<file path="config.mk">
export PLATFORM = sky130hd
export DESIGN_NAME = simd_adder_pipe
export DESIGN_NICKNAME = d
export VERILOG_FILES = /design/src/rtl/simd_adder_pipe.sv
export SDC_FILE = /design/constraint.sdc
export NUM_CORES = 1
export LEC_CHECK = 0
export ABC_AREA = 1
export BUFFER_PORTS_ARGS = -buffer_cell sky130_fd_sc_hd__buf_2
export CAP_MARGIN = 0
export CELL_PAD_IN_SITES_DETAIL_PLACEMENT = 0
export CELL_PAD_IN_SITES_GLOBAL_PLACEMENT = 1
export CORE_ASPECT_RATIO = 1.4
export CORE_MARGIN = 5
export CORE_UTILIZATION = 30
export CTS_CLUSTER_DIAMETER = 50
export DETAILED_ROUTE_END_ITERATION = 16
export PLACE_DENSITY = 0.74
export SLEW_MARGIN = 5
export SYNTH_ARGS = -nofsm -noshare
export SYNTH_HDL_FRONTEND = slang
export SYNTH_SLANG_ARGS = --single-unit
</file>
<file path="constraint.sdc">
create_clock -name clk -period 1.45 [get_ports clk]
set_input_delay 0 -clock clk [delete_from_list [all_inputs] [get_ports clk]]
set_output_delay 0 -clock clk [all_outputs]
set_load 0.02 [all_outputs]
</file>
<file path="src/rtl/simd_adder_pipe.sv">
// Lane-partitioned SIMD adder/subtractor feeding a valid/ready pipeline of STAGES registers.
// Stage 0 captures the arithmetic result; later stages only delay {Y, C}.
module simd_adder_pipe #(
    parameter int N      = 32,
    parameter int STAGES = 2
) (
    input  logic              clk,
    input  logic              rst,
    input  logic              in_valid,
    output logic              in_ready,
    input  logic [1:0]        mode,
    input  logic              sub,
    input  logic [N-1:0]      A,
    input  logic [N-1:0]      B,
    output logic              out_valid,
    input  logic              out_ready,
    output logic [N-1:0]      Y,
    output logic [N/8-1:0]    C
);

    localparam int NB = N / 8;

    logic [N-1:0]    b_eff_w;
    logic [N-1:0]    sum_w;
    logic [NB-1:0]   cflag_w;
    logic [8:0]      byte_sum_w;
    logic            carry_w;
    logic            lane_lsb_w;
    logic            lane_msb_w;

    assign b_eff_w = sub ? ~B : B;

    // Byte-serial carry chain; the chain restarts with `sub` at every lane LSB,
    // which gives both lane isolation and the +1 of two's-complement subtract.
    always_comb begin
        sum_w      = '0;
        cflag_w    = '0;
        carry_w    = 1'b0;
        byte_sum_w = '0;
        lane_lsb_w = 1'b0;
        lane_msb_w = 1'b0;
        for (int k = 0; k < NB; k++) begin
            case (mode)
                2'b00: begin
                    lane_lsb_w = 1'b1;
                    lane_msb_w = 1'b1;
                end
                2'b01: begin
                    lane_lsb_w = ((k % 2) == 0);
                    lane_msb_w = ((k % 2) == 1);
                end
                2'b10: begin
                    lane_lsb_w = ((k % 4) == 0);
                    lane_msb_w = ((k % 4) == 3);
                end
                default: begin
                    lane_lsb_w = (k == 0);
                    lane_msb_w = (k == NB - 1);
                end
            endcase
            if (lane_lsb_w) begin
                carry_w = sub;
            end
            byte_sum_w = {1'b0, A[8*k +: 8]} + {1'b0, b_eff_w[8*k +: 8]} + {8'd0, carry_w};
            sum_w[8*k +: 8] = byte_sum_w[7:0];
            carry_w         = byte_sum_w[8];
            cflag_w[k]      = lane_msb_w & byte_sum_w[8];
        end
    end

    logic [STAGES:0]   ready_w;
    logic [STAGES-1:0] valid_q;
    logic [STAGES-1:0] v_in_w;
    logic [N-1:0]      y_q    [STAGES];
    logic [NB-1:0]     c_q    [STAGES];
    logic [N-1:0]      y_in_w [STAGES];
    logic [NB-1:0]     c_in_w [STAGES];

    always_comb begin
        ready_w[STAGES] = out_ready;
        for (int k = STAGES - 1; k >= 0; k--) begin
            ready_w[k] = !valid_q[k] || ready_w[k+1];
        end
    end

    genvar gi;
    generate
        for (gi = 0; gi < STAGES; gi++) begin : g_stage_in
            if (gi == 0) begin : g_first
                assign v_in_w[gi] = in_valid;
                assign y_in_w[gi] = sum_w;
                assign c_in_w[gi] = cflag_w;
            end else begin : g_delay
                assign v_in_w[gi] = valid_q[gi-1];
                assign y_in_w[gi] = y_q[gi-1];
                assign c_in_w[gi] = c_q[gi-1];
            end
        end
    endgenerate

    // Data registers load only on a real transaction so bubbles leave Y/C untouched.
    always_ff @(posedge clk or negedge rst) begin
        if (!rst) begin
            valid_q <= '0;
            for (int k = 0; k < STAGES; k++) begin
                y_q[k] <= '0;
                c_q[k] <= '0;
            end
        end else begin
            for (int k = 0; k < STAGES; k++) begin
                if (ready_w[k]) begin
                    valid_q[k] <= v_in_w[k];
                    if (v_in_w[k]) begin
                        y_q[k] <= y_in_w[k];
                        c_q[k] <= c_in_w[k];
                    end
                end
            end
        end
    end

    assign in_ready  = ready_w[0];
    assign out_valid = valid_q[STAGES-1];
    assign Y         = y_q[STAGES-1];
    assign C         = c_q[STAGES-1];

endmodule

</file>
==> metrics.yaml, run 1 <==
setup_path:
  crit_type: "input pin to flop"
  slowest_delay_ns: 0.37
  critPathCaptureType: "flop"
  critPathRequiredTime_ns: 1.72
  crit_slowest_cell: "fa_2"
  worstSetupStartpointType: "input pin"
  cpMostUsedCell: "nand2_2"
  path_max_fanout: 2
  reg2reg_depth: 6
  r2r-start: "valid_q[1]"
  r2r-end: "y_in_w[22]"
  crit_arrival_ns: 4.50
  r2r_slack_ns: 0.14
timing:
  timing.final.crit_share: 2.92
  period_needed_ns: 4.24
  rsz0062_at_grt: "true"
  slew_viol_final: 0
  worstMarginPinSlew_ns: 0.322
  fin_ws_ns: -2.79
  max_freq_ghz: 0.236
  hold_viol: 0
  finalSetupViolations: 27
  tns_ns: -47.00
  slew_headroom: 0.784
  fin_worst_skew_ns: 0.00534
drt:
  drc: 0
  top_layer: "met4"
  routed_wl_mm: 11.4
  via_per_inst: 4.42
  vias: 3893
  drt-initial-drc-count: 150
  routed-wl-met2_mm: 6.03
  wl_met1_mm: 4.60
  ant_nets: 0
  drt_pass1_iterations: 4
  wl_per_cell_um: 12.9
  met3_length_um: 451
layout:
  instances_no_fill: 881
  layout_common_cells: "nand2_1 (120), buf_2 (106), buf_4 (84)"
  nets: 793
  drive_gt1_frac: 0.441
  final_util: 0.445
  area_growth_pct: 45.4
  final_cell_area_um2: 6450
  final_common_cell: "nand2_1"
  antenna_cells: 0
power_and_ir_drop:
  cellLeakagePower_nw: 3.40
  vdd_drop_max_v: 0.000541
  power_density_nw_per_um2: 1470
floorplan:
  rows: 52
  ios: 109
  die_h_um: 154
  core_area_um2: 14500
  start_util: 0.306
  dieWidth_um: 113
  die-area_um2: 17400
placement:
  io_buffers: 108
  place.gp.congestion: 0.919
  place_area_um2: 5680
  dp.cells: 836
  dpl.hpwl_mm: 8.87
  place_ws_ns: -3.43
yosys:
  syn-cell-area_um2: 4440
  synthTopCellsByArea: "dfrtp_1 (42%), nand2_1 (12%), ha_1 (7.9%)"
  synth-seq-cells: 74
  ys_seq_area_frac: 0.417
  yosys.area.top_type: "dfrtp_1"
  syn-num-nets: 594
  syn_inst: 488
  synth.avg_cell_area_um2: 9.10
  synth_top_area_frac: 0.417
  yosys_warnings: 0
  synthDistinctLibCells: 28
clock_network:
  cts_buffers: 9
  cts.htree.levels: 3
  cts_tree: "built"
  clock_latency_ns: 0.33
  path_clk_slew_ns: 0.06
  clock_path_buffers: 2
  cts_sinks: 74
  cts-root-buf: "clkbuf_16"
global_route:
  grt_max_degree: 42
  grt_usage: 0.133
  grt_overflow: 0
  grt_pass1_wl_mm: 18.6
  antenna_found_initial: 0
  grt_pass1_vias: 4025
outcome:
  failed_checks: "negative setup slack"
  status: "complete, but fails checks"
hold_path:
  worstHoldPathCells: 4
  hp-start: "A[0]"
  hp-class: "input pin to flop"
  min_to: "y_in_w[0]"
flow_run:
  drv_cap: 0
report_power, final:
| part | switching (mW) | internal [mW] |
|---|---|---|
| Combinational | 1.99 | 1.75 |
| Sequential | 0.365 | 2.79 |
| Clock | 0.809 | 1.77 |
cell type report:
class	count	area (µm²)
inverter	41	154
timing repair buffer	203	1340
tap	189	236
clock inverter	5	100
clock buffer	11	253
fill	1444	8050
sequential	74	1850
multi-input combinational	358	2520
critical path, delay by kind of cell:
family | cells | cell delay, ns
buffers and inverters | 4 | 0.32
adders and majority gates | 7 | 2.24
and+or+nand+nor | 20 | 1.43
AOI/OAI and AO/OA | 4 | 0.51
cell families after synthesis:
group | share of synthesized area
flops | 0.417
buf+inv | 0.0578
fa+ha+maj | 0.110
mux | 0.0812
simple gates | 0.187
compound gates | 0.0640
xor+xnor | 0.0829
Yosys cell counts (all sizes together):
master and instances:
a21o 3, a21oi 16, a31oi 1, buf 15, dfrtp 74, fa 7, ha 28, inv 41
mux2 32, nand2 143, nand3 23, nand3b 10, nand4 1, nor2 19, nor3 1, o21ai 30
o22ai 1, or2 1, xnor2 13, xor2 29
state kept, by name (all words and copies together), names as in the netlist:
signal,count
valid_q,2
C,4
Y,32
y_in_w,32
c_in_w,4
through the flow:
step | total power [mW] | hold WS [ns]
after floorplan | 5.28 | -0.296
after global placement | 6.54 | -0.0965
after detailed placement | 6.62 | -0.0926
after CTS | 9.48 | 0.0462
after global routing | 10.1 | 0.0645
final | 9.47 | 0.0628
routing by layer:
layer,up-vias,track usage
li1,1970,-
met1,1815,0.146
met2,84,0.241
met3,24,0.0263
met4,0,0.0613
met5,-,0
worst max path at each step:
stage / startpoint / endpoint / slack (ns) / cells past startpoint
6_report: B[0] / c_in_w[3] / -2.79 / 35
5_1_grt: B[0] / y_in_w[30] / -3.04 / 33
4_1_cts: sub / y_in_w[29] / -2.80 / 35
3_5_place_dp: sub / y_in_w[30] / -3.43 / 33
3_3_place_gp: sub / y_in_w[30] / -3.25 / 33
2_1_floorplan: sub / y_in_w[30] / -3.05 / 33
what timing repair did:
item                                    in CTS  in global routing
hold buffers                                 3                  0
endpoints found under the setup margin      27                 30
gates resized for setup                     30                 24
cloned                                       0                  0
pin swaps                                   15                 11
endpoints found under the hold margin       77                  0
setup buffers                               21                  7
(Power assumes the default switching activity.)
==> inputs of run 2 (changes only) <==
--- a/config.mk
+++ b/config.mk
@@ -12,10 +12,11 @@
 export CELL_PAD_IN_SITES_GLOBAL_PLACEMENT = 1
 export CORE_ASPECT_RATIO = 1.4
 export CORE_MARGIN = 5
-export CORE_UTILIZATION = 30
+export CORE_UTILIZATION = 40
 export CTS_CLUSTER_DIAMETER = 50
 export DETAILED_ROUTE_END_ITERATION = 16
-export PLACE_DENSITY = 0.74
+export PLACE_DENSITY = 0.91
+export SETUP_SLACK_MARGIN = 0.02
 export SLEW_MARGIN = 5
 export SYNTH_ARGS = -nofsm -noshare
 export SYNTH_HDL_FRONTEND = slang
==> metrics.yaml, run 2 (synthesized netlist as in run 1, its figures left out) <==
setup_path:
  critPathCaptureType: "flop"
  worstSetupStartpointType: "input pin"
  crit_arrival_ns: 4.54
  crit_type: "input pin to flop"
  crit_buf_inv: 18
  crit_slowest_cell: "fa_2"
  path_max_fanout: 6
  crit_family: "buffers and inverters"
  critPathRequiredTime_ns: 1.73
  slowest_delay_ns: 0.37
  cpMostUsedCell: "buf_4"
global_route:
  grt_pass1_wl_mm: 18.5
  grt_overflow: 0
  grt_max_degree: 45
  grt_usage: 0.173
  antenna_found_initial: 0
  grt_pass1_vias: 4133
floorplan:
  core_area_um2: 10900
  start_util: 0.409
  ios: 109
  rows: 45
  die_h_um: 135
  dieWidth_um: 99.0
  die-area_um2: 13300
clock_network:
  clock_path_buffers: 2
  clock_latency_ns: 0.33
  cts-root-buf: "clkbuf_16"
  cts.htree.levels: 3
  cts_buffers: 9
  cts_sinks: 74
  cts_tree: "built"
  path_clk_slew_ns: 0.05
layout:
  multiInputGateArea_um2: 2500
  nets: 797
  drive_gt1_frac: 0.439
  final.fill_count: 927
  final_cell_area_um2: 6390
  regArea_um2: 1850
  antenna_cells: 0
  final_common_cell: "nand2_1"
  area_growth_pct: 43.9
  final_util: 0.588
  layout_common_cells: "nand2_1 (118), buf_2 (103), buf_4 (90)"
timing:
  fin_worst_skew_ns: 0.00560
  worstMarginPinSlew_ns: 0.413
  timing.final.crit_share: 2.94
  finalSetupViolations: 27
  hold_viol: 0
  period_needed_ns: 4.27
  hold_ws_ns: 0.0397
  rsz0062_at_grt: "true"
  slew_viol_final: 0
  fin_ws_ns: -2.82
  max_freq_ghz: 0.234
  slew_headroom: 0.724
outcome:
  failed_checks: "negative setup slack"
  status: "complete, but fails checks"
drt:
  wl_per_cell_um: 13.6
  routed_wl_mm: 11.3
  drt-initial-drc-count: 92
  ant_nets: 0
  vias: 3966
  via_per_inst: 4.74
  drt_pass1_iterations: 4
  drc: 0
placement:
  io_buffers: 108
  place.gp.congestion: 0.884
  dpl.hpwl_mm: 8.48
  place_area_um2: 5580
power_and_ir_drop:
  vdd_drop_max_v: 0.000629
  cellLeakagePower_nw: 3.39
  power_density_nw_per_um2: 1450
  fin_total_pwr_mw: 9.25
flow_run:
  drv_cap: 0
hold_path:
  hp-class: "input pin to flop"
==> run 2: cell count changes in the layout (fill, tap and decap cells not counted), moves of 2 or more <==
cell / delta
clkinv_2: -2
clkbuf_1: +2
nand2_2: +2
inv_4: +2
nand2_1: -2
inv_2: -2
buf_4: +6
buf_2: -3
==> run 2: power by group <==
group / switching, mW / internal (mW)
clock network: 0.777 / 1.59
registers: 0.390 / 2.79
logic: 1.98 / 1.72
total: 3.15 / 6.10
==> run 2: final timing paths <==
check                      slack, ns    endpoint       start  cells after the start
min reg2reg                     0.48  y_in_w[23]  y_in_w[23]                      2
min                             0.04   y_in_w[0]        A[0]                      5
max reg2reg                     0.17       Y[15]  valid_q[1]                      4
min in group asynchronous       0.14        Y[0]         rst                      2
max in group asynchronous       0.74       Y[21]         rst                      3
max                            -2.82   c_in_w[1]         sub                     35
==> run 2: what timing repair did <==
action / 4_1_cts / 5_1_grt
setup endpoints to repair: 27 / 28
pin swaps: 14 / 14
buffers inserted: 26 / 8
endpoints found under the hold margin: 77 / 0
cloned: 0 / 0
gates resized for setup: 31 / 26
hold buffers: 3 / 0
==> run 2: routing by layer <==
metal  vias up  routed length (µm)  track usage
li1       1985                   -            -
met1      1875                4260        0.184
met2        85                6330        0.328
met3        21                 405       0.0243
met4         0                 334       0.0888
met5         -                   0            0
==> run 2: cell type report <==
| class | count | area share |
|---|---|---|
| Inverter | 41 | 0.0249 |
| Timing Repair Buffer | 207 | 0.215 |
| Clock inverter | 2 | 0.00940 |
| Sequential cell | 74 | 0.290 |
| Tap cell | 141 | 0.0276 |
| Multi-Input combinational cell | 358 | 0.392 |
| Clock buffer | 13 | 0.0407 |
==> run 2: through the flow <==
step           setup slack, ns  std cells  setup TNS, ns
2_1_floorplan            -3.05        488         -51.58
3_3_place_gp             -3.20        785         -56.70
4_1_cts                  -2.71        828         -46.31
5_1_grt                  -3.02        836         -52.78
3_5_place_dp             -3.39        785         -59.80
6_report                 -2.82        836         -47.65
==> run 2: tightest hold or removal path, stage by stage <==
cell and delay (ns):
buf_6 0.07, inv_2 0.03, nand2_2 0.06, buf_4 0.11, a31oi_1 0.06
